===== src/rtl/dmem_arbiter.sv =====
// dmem_arbiter: shares a single-port, word-addressed data memory between the
// pipeline MEM stage (byte/half/word loads and stores) and a word-only debug
// port. Sub-word stores become a read-modify-write through the hold register.
// Optional feature macro: DMEM_ARB_RR_EN. When it is defined, contention is
// settled round-robin using the last grant. When it is undefined, the pipeline
// has fixed priority.
module dmem_arbiter #(
    parameter int ADDR_W = 10
) (
    input  logic              clk,
    input  logic              rst,
    input  logic              p_req,
    input  logic              p_we,
    input  logic [1:0]        p_size,
    input  logic              p_unsigned,
    input  logic [31:0]       p_addr,
    input  logic [31:0]       p_wdata,
    output logic              p_gnt,
    output logic              p_err,
    output logic [31:0]       p_rdata,
    output logic              p_stall,
    input  logic              d_req,
    input  logic              d_we,
    input  logic [31:0]       d_addr,
    input  logic [31:0]       d_wdata,
    output logic              d_gnt,
    output logic [31:0]       d_rdata,
    output logic [ADDR_W-1:0] m_addr,
    output logic              m_we,
    output logic [31:0]       m_wdata,
    input  logic [31:0]       m_rdata
);

    typedef enum logic {IDLE, RMW} state_t;

    state_t              state, state_nx;
    logic [31:0]         hold, hold_nx;
    logic                pick_p;
    logic                gnt_p, gnt_d, err_p;
    logic [31:0]         rdata_p, rdata_d, wdata_m;
    logic [ADDR_W-1:0]   addr_m;
    logic                we_m;
    logic [ADDR_W-1:0]   p_word, d_word;
    logic                unused_addr_bits;

    // Word addresses wrap: bits above the memory range are deliberately dropped.
    assign p_word = p_addr[ADDR_W+1:2];
    assign d_word = d_addr[ADDR_W+1:2];
    assign unused_addr_bits = ^{p_addr[31:ADDR_W+2], d_addr[31:ADDR_W+2], d_addr[1:0]};

    function automatic logic bad_access(input logic [1:0] size, input logic [1:0] lane);
        return (size == 2'b11) ||
               ((size == 2'b01) && lane[0]) ||
               ((size == 2'b10) && (lane != 2'b00));
    endfunction

    function automatic logic [31:0] load_extract(input logic [31:0] word,
                                                 input logic [1:0]  size,
                                                 input logic [1:0]  lane,
                                                 input logic        uns);
        logic [31:0] shifted;
        logic [31:0] res;
        // Aligned halves have lane[0]=0, so a byte-lane shift also serves halves.
        shifted = word >> {lane, 3'b000};
        case (size)
            2'b00:   res = uns ? {24'd0, shifted[7:0]}  : {{24{shifted[7]}}, shifted[7:0]};
            2'b01:   res = uns ? {16'd0, shifted[15:0]} : {{16{shifted[15]}}, shifted[15:0]};
            default: res = word;
        endcase
        return res;
    endfunction

    function automatic logic [31:0] store_merge(input logic [31:0] word,
                                                input logic [31:0] wdata,
                                                input logic [1:0]  size,
                                                input logic [1:0]  lane);
        logic [31:0] mask;
        logic [31:0] data;
        if (size == 2'b00) begin
            mask = 32'h0000_00FF << {lane, 3'b000};
            data = {24'd0, wdata[7:0]} << {lane, 3'b000};
        end else begin
            mask = 32'h0000_FFFF << {lane[1], 4'b0000};
            data = {16'd0, wdata[15:0]} << {lane[1], 4'b0000};
        end
        return (word & ~mask) | data;
    endfunction

`ifdef DMEM_ARB_RR_EN
    logic last;  // 1 = debug port received the most recent grant

    // Remember who was granted last so that contention alternates.
    always_ff @(posedge clk or posedge rst) begin
        if (rst) begin
            last <= 1'b1;
        end else if (gnt_p) begin
            last <= 1'b0;
        end else if (gnt_d) begin
            last <= 1'b1;
        end
    end

    assign pick_p = p_req & (~d_req | last);
`else
    assign pick_p = p_req;
`endif

    // State and merged-store hold register.
    always_ff @(posedge clk or posedge rst) begin
        if (rst) begin
            state <= IDLE;
            hold  <= 32'd0;
        end else begin
            state <= state_nx;
            hold  <= hold_nx;
        end
    end

    // Owner selection, memory steering and grant generation.
    always_comb begin
        state_nx = state;
        hold_nx  = hold;
        gnt_p    = 1'b0;
        gnt_d    = 1'b0;
        err_p    = 1'b0;
        rdata_p  = 32'd0;
        rdata_d  = 32'd0;
        addr_m   = '0;
        we_m     = 1'b0;
        wdata_m  = 32'd0;
        case (state)
            IDLE: begin
                if (pick_p) begin
                    addr_m = p_word;
                    if (bad_access(p_size, p_addr[1:0])) begin
                        gnt_p = 1'b1;
                        err_p = 1'b1;
                    end else if (p_we && (p_size != 2'b10)) begin
                        hold_nx  = store_merge(m_rdata, p_wdata, p_size, p_addr[1:0]);
                        state_nx = RMW;
                    end else if (p_we) begin
                        gnt_p   = 1'b1;
                        we_m    = 1'b1;
                        wdata_m = p_wdata;
                    end else begin
                        gnt_p   = 1'b1;
                        rdata_p = load_extract(m_rdata, p_size, p_addr[1:0], p_unsigned);
                    end
                end else if (d_req) begin
                    addr_m = d_word;
                    gnt_d  = 1'b1;
                    if (d_we) begin
                        we_m    = 1'b1;
                        wdata_m = d_wdata;
                    end else begin
                        rdata_d = m_rdata;
                    end
                end
            end
            RMW: begin
                addr_m   = p_word;
                we_m     = 1'b1;
                wdata_m  = hold;
                gnt_p    = 1'b1;
                state_nx = IDLE;
            end
            default: state_nx = IDLE;
        endcase
    end

    // Reset forces every output low, including a write in flight.
    assign p_gnt   = gnt_p & ~rst;
    assign p_err   = err_p & ~rst;
    assign p_rdata = rst ? 32'd0 : rdata_p;
    assign p_stall = p_req & ~gnt_p & ~rst;
    assign d_gnt   = gnt_d & ~rst;
    assign d_rdata = rst ? 32'd0 : rdata_d;
    assign m_addr  = rst ? '0 : addr_m;
    assign m_we    = we_m & ~rst;
    assign m_wdata = rst ? 32'd0 : wdata_m;

endmodule


===== config.mk =====
export PLATFORM = sky130hd
export DESIGN_NAME = dmem_arbiter
export DESIGN_NICKNAME = d
export VERILOG_FILES = /design/src/rtl/dmem_arbiter.sv
export SDC_FILE = /design/constraint.sdc
export NUM_CORES = 1
export LEC_CHECK = 0
export BUFFER_PORTS_ARGS = -buffer_cell sky130_fd_sc_hd__buf_4
export CORE_ASPECT_RATIO = 0.75
export CORE_UTILIZATION = 25
export CTS_CLUSTER_SIZE = 8
export DETAILED_ROUTE_END_ITERATION = 6
export PLACE_DENSITY = 0.55
export SKIP_LAST_GASP = 1
export SYNTH_ARGS = -nofsm -noshare
export SYNTH_HDL_FRONTEND = slang
export SYNTH_SLANG_ARGS = --single-unit

===== constraint.sdc =====
create_clock -name clk -period 3.1 [get_ports clk]
set_clock_uncertainty 0.2 [all_clocks]
set_input_delay 0.155 -clock clk [delete_from_list [all_inputs] [get_ports clk]]
set_output_delay 0.155 -clock clk [all_outputs]
set_load 0.005 [all_outputs]

**After elaboration in Yosys (flattened, before gate mapping)**

Cells that the tools add are included.

- Register bits: 33
- Output and inout bits: 111
- Logic and storage cells: 89

- Eq/ne operators: 4
- Shifts and indexed selects: 5
- Muxes and demuxes: 57
- Bitwise gates (word level): 13
- Reductions and logical operators: 8

Operators by type and width:

| kind | count |
|---|---|
| 32-bit 2-to-1 mux | 30 |
| 32-bit one-hot mux with 2 select lines | 2 |
| 32-bit AND | 1 |
| 32-bit NOT | 1 |
| 32-bit OR | 1 |
| 16-bit by 5-bit << shifter with 32-bit output | 1 |
| 16-bit by 5-bit << shifter with 32-bit output, first input constant | 1 |
| 8-bit by 5-bit << shifter with 32-bit output | 1 |
| 8-bit by 5-bit << shifter with 32-bit output, first input constant | 1 |
| 32-bit by 5-bit right shift with 16-bit output | 1 |
| 10-bit 2-to-1 mux | 3 |
| 10-bit one-hot mux with 2 select lines | 1 |
| 1-bit 2-to-1 mux | 18 |
| 1-bit AND | 6 |
| 1-bit one-hot mux with 2 select lines | 3 |
| 2-bit == test, second input constant | 2 |
| 1-bit NOT | 4 |
| 4-bit AND reduction | 1 |
| 1-bit logical AND | 3 |
| 2-bit by 1-bit == test with 1-bit output, second input constant | 1 |
| 2-bit logical NOT | 1 |
| 1-bit logical OR | 2 |
| 2-bit != test, second input constant | 1 |
| 2-bit nonzero test | 1 |

**Depth between registers and ports, before layout**

- Depth in word-level cells: 10
- Mapped depth: 7
- Mapped depth without buffers: 4

**Least setup slack after synthesis**

Ideal clock, no wire load.

- Path kind: input port to output port
- Start: input rst
- End: output d_rdata[10]
- Arrival: 1941 ps
- Setup slack: 804 ps
- Stages on the path: 6
- Buffers on the path: 2
- Path through: buf_2 inv_1 and3_1 nor2b_1 clkbuf_1 and2_1

- Longest elaborated chain between the ends: 1

RTL lines:

| item | RTL line | RTL |
|---|---|---|
| start: declaration | 11 | `input logic rst,` |
| 32-bit 2-to-1 mux | 177 | `assign d_rdata = rst ? 32'd0 : rdata_d;` |
| end: declaration | 27 | `output logic [31:0] d_rdata,` |

Every way passes these cells.

**Worst setup path after layout**

- Start: register state
- End: output d_rdata[4]

- Longest elaborated chain between the ends: 2

RTL lines:

| item | RTL line | RTL |
|---|---|---|
| start: declaration | 36 | `state_t state, state_nx;` |
| start signal: assignment | 114 | `state <= state_nx;` |
| 32-bit 2-to-1 mux | 131 | `case (state)` |
| 32-bit 2-to-1 mux | 177 |  |

Every way passes these cells.

==> results.env <==
SYN-MEAN-INSTANCE-AREA_SQ_UM=8.439
LAYOUT-AREA-OVERHEAD-VS-SYNTH_PCT=52.87
CLKSLEWWORSTSETUPHOLDPATHS_NS=0.06
DRT-TOTAL-WL_UM=16410
POWER.SEQUENTIAL.FRACTION_PCT=34.1
TOTAL_NETS_AFTER_SYNTHESIS=627
WORST_EP_ARRIVAL_TIME_NS=2.50
YS_SEQ_ELEMENTS=33
MAXSLEWHEADROOM_PCT=26.98
WHS_NS=-0.001403
TIMING_WORST_SLEW_PIN_VALUE_NS=1.090
PLACE_WS_NS=0.5045
REG2REG_TO='hold[19]'
YOSYS.AREA.TOP_TYPE='sky130_fd_sc_hd__dfrtp_1'
POST-ROUTE-DRC-COUNT=0
SETUP-VIOLATIONS-FINAL=0
ROUTE.VIAS.TOTAL=4470
GR-MAX-USAGE-LAYER='met2'
SYNTHMOSTINSTANTIATEDCELL='sky130_fd_sc_hd__nor2b_1'
RSZ0062_AT_GRT='false'
WORSTPATHMAXFANOUT=32
HIGHEST_IR_DROP_SEEN_ON_VDD_uV=284.3
VIA_COUNT_OF_THE_FIRST_GLOBAL_ROUTING_PASS=4329
PLACE.GP.CONGESTION=0.8555
DIE-WIDTH_UM=145.6
POSTSYNTH.TOPFLOPCELL='sky130_fd_sc_hd__dfrtp_1'
NUM_ROWS=38
GLOBALROUTE.TOTALOVERFLOW=0
PERIOD_NEEDED_NS=2.852
WORSTHOLDPATHCELLS=3
HOLD_CRIT_START='m_rdata[7]'
INTERNAL_POWER_mW=1.111
ANTENNA_VIOLATING_NETS_POST_ROUTE=0
TOP_LEVEL_PORTS=280
LAYOUT-DRIVE-GT1-SHARE_PCT=49.78
SW_FRAC_OF_TOTAL_PCT=33.62
WORST-SETUP-PATH-TYPE='register to output pin'
FINALMAXSLEWVIOLATIONS=0
RUN_STATUS='finished, violations left'
POST-ROUTE-CELL-AREA_SQ_UM=5908
MAPPEDNETLISTAREA_SQ_UM=3865
TRITONCTS='done'
ASYNC_RESET_FF_SHARE_PCT=100.0
FIRST_ITER_VIOLATIONS=300
GLOBALROUTEMET1UTIL_PCT=27.99
SETUP_TOTAL_NEGATIVE_SLACK_NS=0
TOTAL_POWER_OF_THE_FINAL_LAYOUT_mW=1.674
POSTCTSRESIZEDCELLS=0
GRT_PASS1_WL_UM=24570
GRT_MAX_DEGREE=50
PLACEMENT.CELL_AREA_SQ_UM=5725
PERIOD_SHARE_PCT=92.00
CLOCKPOWERSHARE_PCT=29.0
UNIQUE_CELL_TYPE_COUNT_IN_THE_YOSYS_NETLIST=52
ANTENNA_CELLS=0
YOSYS.AREA.TOP_TYPE_SHARE_PCT=21.37
STATIC-LEAKAGE-POWER_nW=2.883
POWER-PER-CELL-AREA_nW_PER_UM2=283.3
CTS_NUM_SINKS=33
WORST_EP_REQUIRED_NS=2.74
WORST_R2R_PATH_DEPTH=4
FLOORPLAN.DIE_AREA_SQ_UM=15970
TIMING.CRITICAL_PATH.FROM_TYPE='register'
R2R_START='state'
FLOORPLAN.INITIALDENSITY_PCT=26.14
CORE_AREA_SQ_UM=14790
MAX-CLOCK-PATH-BUFFERS=2
DRTPASS1ITERATIONS=6
SYNTH_SEQUENTIAL_AREA_RATIO_PCT=21.37
CLKLATENCYLATEPIN_NS=0.27
SETUP.WORST_PATH.END_CLASS='output pin'
FINAL_LAYOUT_NET_COUNT=839
CTS_INSERTED_BUFFERS=5
POWER.NET_SWITCHING_mW=0.5628
NUMBER_OF_H_TREE_LEVELS=2
DIEHEIGHT_UM=109.7
AVGVIACOUNTPERCELL=5.132
SYNTHCELLS=458
FINISH.UTILIZATION_PCT=39.96
HP-CLASS='input pin to register'
CLOCK.FMAX_MHz=350.6
NETLIST_TOP_CELLS_AREA='sky130_fd_sc_hd__dfrtp_1 21%, sky130_fd_sc_hd__a221oi_2 11%, sky130_fd_sc_hd__nor3_2 7.8%'
TRACK_USAGE_PCT=19.90
GRT_USE_MET3_PCT=4.066
SETUP_WS_NS=0.2479
PORT_BUFFERS=237
DETAILEDPLACEMENTHPWL_UM=12920
CAP_VIOLATIONS=0
YS_TOP_CELLS_BY_COUNT='43 x sky130_fd_sc_hd__nor2b_1, 36 x sky130_fd_sc_hd__nand2_1, 34 x sky130_fd_sc_hd__and2_1'
TIMING.FINAL.HOLD_VIOLATIONS=1
VIOLATED_CHECKS='negative hold slack'
TIMING.HOLD.WORST_ENDPOINT='hold[7]'
CTSROOTBUFFERMASTER='sky130_fd_sc_hd__clkbuf_16'
GLOBALROUTEMET2UTIL_PCT=31.80
YOSYS_WARNINGS=0
REG2REG_SLACK_NS=1.33
GRT_ANTENNA_BEFORE_REPAIR=0
COMBINATIONAL_SHARE_OF_POWER_PCT=36.9
SYNTH_ENABLE_FLOP_CELLS=0
WIRE_PER_INST_UM=18.84
cells by family after synthesis:
family,share of synthesized area (%)
AND/OR/NAND/NOR,29.27
multiplexers,7.090
XOR/XNOR,0.2267
buffers and inverters,6.863
AO/OA/AOI/OAI,35.19
flip-flops,21.37
power by group through the flow:
stage | registers, mW | logic (mW) | clock network, mW
4_1_cts | 0.571 | 0.618 | 0.490
6_report | 0.570 | 0.618 | 0.486
3_5_place_dp | 0.577 | 0.614 | 0
3_3_place_gp | 0.574 | 0.601 | 0
5_1_grt | 0.583 | 0.671 | 0.511
2_1_floorplan | 0.555 | 0.316 | 0
how the worst max path moves through the flow:
stage               startpoint           to  slack [ns]  cells past startpoint
floorplan                  rst  d_rdata[10]        0.80                      6
global placement         state   d_rdata[3]        0.62                      5
detailed placement       state  d_rdata[14]        0.50                      5
CTS                      state   d_rdata[4]        0.19                      5
global route             state   d_rdata[1]        0.03                      5
finish                   state   d_rdata[4]        0.25                      5
flip-flops by register name (all words and copies together) (netlist names):
name,count
hold,32
state,1
per-stage QoR:
stage | std cells | hold slack [ns]
floorplan | 458 | 0.1302
global placement | 859 | 0.2548
detailed placement | 859 | 0.2727
CTS | 870 | 0.0008811
global route | 871 | 0.02271
finish | 871 | -0.001403
metal layers:
| layer | vias to the layer above | wire [um] |
|---|---|---|
| met2 | 191 | 7479 |
| met1 | 2131 | 7741 |
| met5 | - | 0 |
| met3 | 13 | 1071 |
| met4 | 0 | 119 |
| li1 | 2135 | - |
placed cells by master (no fill, tap or decap), types with 2 or more instances in the layout:
master / Yosys / final
sky130_fd_sc_hd__dfrtp_1: 33 / 32
sky130_fd_sc_hd__a21oi_1: 9 / 9
sky130_fd_sc_hd__a21o_1: 17 / 17
sky130_fd_sc_hd__a221oi_1: 3 / 3
sky130_fd_sc_hd__nor3_2: 30 / 30
sky130_fd_sc_hd__o2bb2ai_1: 2 / 2
sky130_fd_sc_hd__inv_1: 3 / 3
sky130_fd_sc_hd__nand2_1: 36 / 36
sky130_fd_sc_hd__nor2_1: 22 / 21
sky130_fd_sc_hd__buf_4: 5 / 243
sky130_fd_sc_hd__nand4b_1: 2 / 2
sky130_fd_sc_hd__clkinv_2: 0 / 2
sky130_fd_sc_hd__a22oi_1: 3 / 3
sky130_fd_sc_hd__o21ai_0: 22 / 22
sky130_fd_sc_hd__mux2i_1: 18 / 18
sky130_fd_sc_hd__a221oi_2: 29 / 29
sky130_fd_sc_hd__o211a_1: 5 / 5
sky130_fd_sc_hd__clkbuf_16: 0 / 5
sky130_fd_sc_hd__and2_1: 34 / 34
sky130_fd_sc_hd__o22ai_1: 16 / 16
sky130_fd_sc_hd__nor2b_1: 43 / 42
sky130_fd_sc_hd__dlygate4sd3_1: 0 / 4
sky130_fd_sc_hd__a22o_1: 12 / 12
sky130_fd_sc_hd__nor3_1: 6 / 6
sky130_fd_sc_hd__o21ai_1: 33 / 33
sky130_fd_sc_hd__a222oi_1: 4 / 4
sky130_fd_sc_hd__nand2b_1: 2 / 2
sky130_fd_sc_hd__o21a_1: 2 / 2
sky130_fd_sc_hd__mux2_2: 7 / 7
sky130_fd_sc_hd__nor2_2: 2 / 2
layout make-up:
type / count / area, sq um
Fill cell: 1514 / 8879
Multi-Input combinational cell: 377 / 2785
Timing Repair Buffer: 248 / 1884
Sequential cell: 33 / 827.0
Tap cell: 200 / 250.2
Clock buffer: 5 / 125.1
Inverter: 5 / 18.77
Clock inverter: 3 / 17.52
worst max-delay path, cell delays in order, from the launching register on:
cell	delay, ns
sky130_fd_sc_hd__dfrtp_2	0.57
sky130_fd_sc_hd__nor2_1	0.19
sky130_fd_sc_hd__and3_1	0.20
sky130_fd_sc_hd__nor2b_2	0.88
sky130_fd_sc_hd__and2_1	0.26
sky130_fd_sc_hd__buf_4	0.11
repair_timing:
item / CTS / global route
hold buffers: 3 / 1
setup endpoints to repair: 0 / 0
hold endpoints to repair: 3 / 1
buffers inserted: 0 / 0
Note: power is estimated with default switching activity, not from simulation.
